**src/rtl/hold_timer.sv**
```systemverilog
// Counts the cycles a vector is held; tick marks the last hold cycle, then the count wraps.
module hold_timer #(
    parameter int HOLD_CYCLES = 5
) (
    input  logic clk,
    input  logic rst,
    input  logic clear,
    output logic tick
);

    localparam int CW = (HOLD_CYCLES > 1) ? $clog2(HOLD_CYCLES) : 1;
    localparam logic [CW-1:0] LAST = CW'(HOLD_CYCLES - 1);

    logic [CW-1:0] r_count;

    assign tick = (r_count == LAST);

    always_ff @(posedge clk) begin
        if (rst || clear) begin
            r_count <= '0;
        end else if (tick) begin
            r_count <= '0;
        end else begin
            r_count <= r_count + CW'(1);
        end
    end

endmodule

```
**config.mk**
```make
export PLATFORM = sky130hd
export DESIGN_NAME = hold_timer
export DESIGN_NICKNAME = d
export VERILOG_FILES = /design/src/rtl/hold_timer.sv
export SDC_FILE = /design/constraint.sdc
export NUM_CORES = 1
export LEC_CHECK = 0
export BUFFER_PORTS_ARGS = -buffer_cell sky130_fd_sc_hd__buf_2
export CORE_AREA = 3 3 40 42
export DETAILED_ROUTE_END_ITERATION = 12
export DIE_AREA = 0 0 43 45
export PLACE_DENSITY = 0.38
export SLEW_MARGIN = 20
export SYNTH_ARGS = -nofsm -noshare
export SYNTH_HDL_FRONTEND = slang
export SYNTH_SLANG_ARGS = --single-unit
```
**constraint.sdc**
```tcl
create_clock -name clk -period 1.59 [get_ports clk]
set_input_delay 0.0795 -clock clk [delete_from_list [all_inputs] [get_ports clk]]
set_output_delay 0.0795 -clock clk [all_outputs]
set_load 0.02 [all_outputs]
```
==> reports/metrics.yaml <==
setup_viol: 0
start_util_pct: 11.30
antenna_left: 0
relSlewSlack_pct: 83.68
synth_edf_count: 0
r2r_slack_ns: 0.39
routed_via_density: 3.371
crit_start: "r_count[0]"
p_per_area_nw_per_um2: 1084
synth_common_cells: "dfxtp_1 (3), ha_1 (2), inv_1 (2)"
cts.hold.buffers_added: 0
path_buf_inv: 2
h-tree-depth: 1
post_cts_buffers: 0
drive_gt1_share_pct: 45.00
n_antenna_cell: 0
start_kind: "register"
antenna_found_initial: 0
largest_reg_flops: 3
grt_pass1_wl_um: 469
syn_inst: 13
synth_seq_cells: 3
critPathMaxStageDelay_ns: 0.34
r2r_end: "r_count[2]"
coreArea_sq_um: 1285
skew_ns: 0.004137
status: "finished clean"
grt_max_degree: 4
peakVddDrop_mv: 0.1944
clock-sinks: 3
finalCritPeriodShare_pct: 79.29
setup_ws_ns: 0.3294
cpMaxStageDelayCell: "dfxtp_1"
drt_pass1_iterations: 2
rows: 13
synthDistinctLibCells: 9
ctsResizeCount: 0
fmax_mhz: 793.2
rsz0062_at_grt: "false"
synth.area.top_cells: "dfxtp_1 (41%), ha_1 (17%), a211oi_2 (8.6%), nor4b_1 (6.0%), or2b_2 (6.0%)"
cts_tree: "built"
path_delay_family: "flip-flops"
overflow: 0
min_delay_path_depth: 2
async_reset_ff_share_pct: 0
top_regs: "r_count: 3 flops"
area_growth_syn_to_layout_pct: 41.38
design.die.area_sq_um: 1935
min_period_ns: 1.261
worstRegToRegCells: 4
crit_fanout: 3
synth_flop_cell: "dfxtp_1"
postPlaceCellArea_sq_um: 178.9
synth_top_area_cell: "dfxtp_1"
worstPathRequired_ns: 1.51
setup_tns_ns: 0
min_from: "rst"
yosys_warnings: 0
maxCapViolCount: 0
synth_seq_area_share_pct: 41.38
grtUsageTotal_pct: 3.827
critPathKind: "reg -> out"
postSynthAreaPerCell_sq_um: 11.16
grt_pass1_vias: 133
end_kind: "output port"
pin_count: 4
final_max_slew_viol_count: 0
cts_buffers: 3
clock_latency_ns: 0.23
crit_arrival_ns: 1.18
root_buffer: "clkbuf_4"
die_y_um: 45
post-synth-top-count-cell: "dfxtp_1"
p_leak_nw: 0.08255
portBuffers: 3
stdcell_area_sq_um: 205.2
dp_slack_ns: 0.3810
cp_cell_sequence: "inv_1, ha_1, and2_2, buf_2"
nets: 26
place_congestion: 0.7001
min_path_type: "in -> reg"
final_hold_viol_count: 0
power_uw: 222.5
holdPathEnd: "r_count[2]"
max_flop_register: "r_count"
die_x_um: 43
clk_pin_slew_ns: 0.04
vias: 118
syn_area_sq_um: 145.1
synth.net_count: 18
wire_per_inst_um: 7.343
drc: 0
tightestPinTransition_ns: 0.2414
clockBufferDepth: 2
r2r_start: "r_count[0]"
yosys.area.top_type_share_pct: 41.38
first_iter_violations: 1
drt-total-wl_um: 257
post-route-util_pct: 15.97
[metrics by stage]
step | hold WS [ns] | cells
5_1_grt | 0.04451 | 35
4_1_cts | 0.02932 | 35
3_3_place_gp | 0.2839 | 31
3_5_place_dp | 0.2819 | 31
6_report | 0.04116 | 35
2_1_floorplan | 0.1441 | 13
[worst register-to-register path: stages (launching register included)]
cell,delay (ns)
dfxtp_1,0.34
inv_1,0.05
ha_1,0.19
or3b_1,0.36
a211oi_2,0.17
[kinds of logic (layout without fill, tap and decap cells)]
group / Yosys count / in the layout / synth area share (%)
simple gates: 5 / 5 / 27.59
fa+ha+maj: 2 / 2 / 17.24
compound gates: 1 / 1 / 8.619
flops: 3 / 3 / 41.38
buf+inv: 2 / 9 / 5.174
[worst max-delay path by stage]
stage / endpoint / slack [ns] / cells after the start
global placement: r_count[2] / 0.39 / 4
CTS: tick / 0.30 / 4
floorplan: r_count[2] / 0.45 / 4
finish: tick / 0.33 / 4
detailed placement: r_count[2] / 0.38 / 4
global route: tick / 0.25 / 4
[placed cells by master, fill, tap and decap left out]
master,synthesis,layout
a211oi_2,1,1
and2_2,1,1
buf_2,0,3
clkbuf_1,0,1
clkbuf_4,0,3
dfxtp_1,3,3
ha_1,2,2
inv_1,2,2
nor4_1,1,1
nor4b_1,1,1
or2b_2,1,1
or3b_1,1,1
[metal layers]
layer | part of all wire, % | global-route usage (%) | vias up
li1 | - | - | 59
met1 | 37 | 2.885 | 55
met2 | 47 | 5.389 | 4
met3 | 16 | 2.789 | 0
met4 | 0 | 5.422 | 0
met5 | 0 | 0 | -
[report_power, final]
group	internal [mW]	switching, mW
clock	0.0940	0.0385
sequential	0.0782	0.00152
combinational	0.00520	0.00503
total	0.177	0.0451
[layout make-up]
class                   instances  area, sq um
fillers                       146         1080
multi-input cells               8        77.57
flip-flops and latches          3        60.06
clock buffers                   4        26.28
well taps                      15        18.77
repair buffers                  3        15.01
inverters                       2        7.507
No activity file was read; power rests on OpenSTA's default activity.
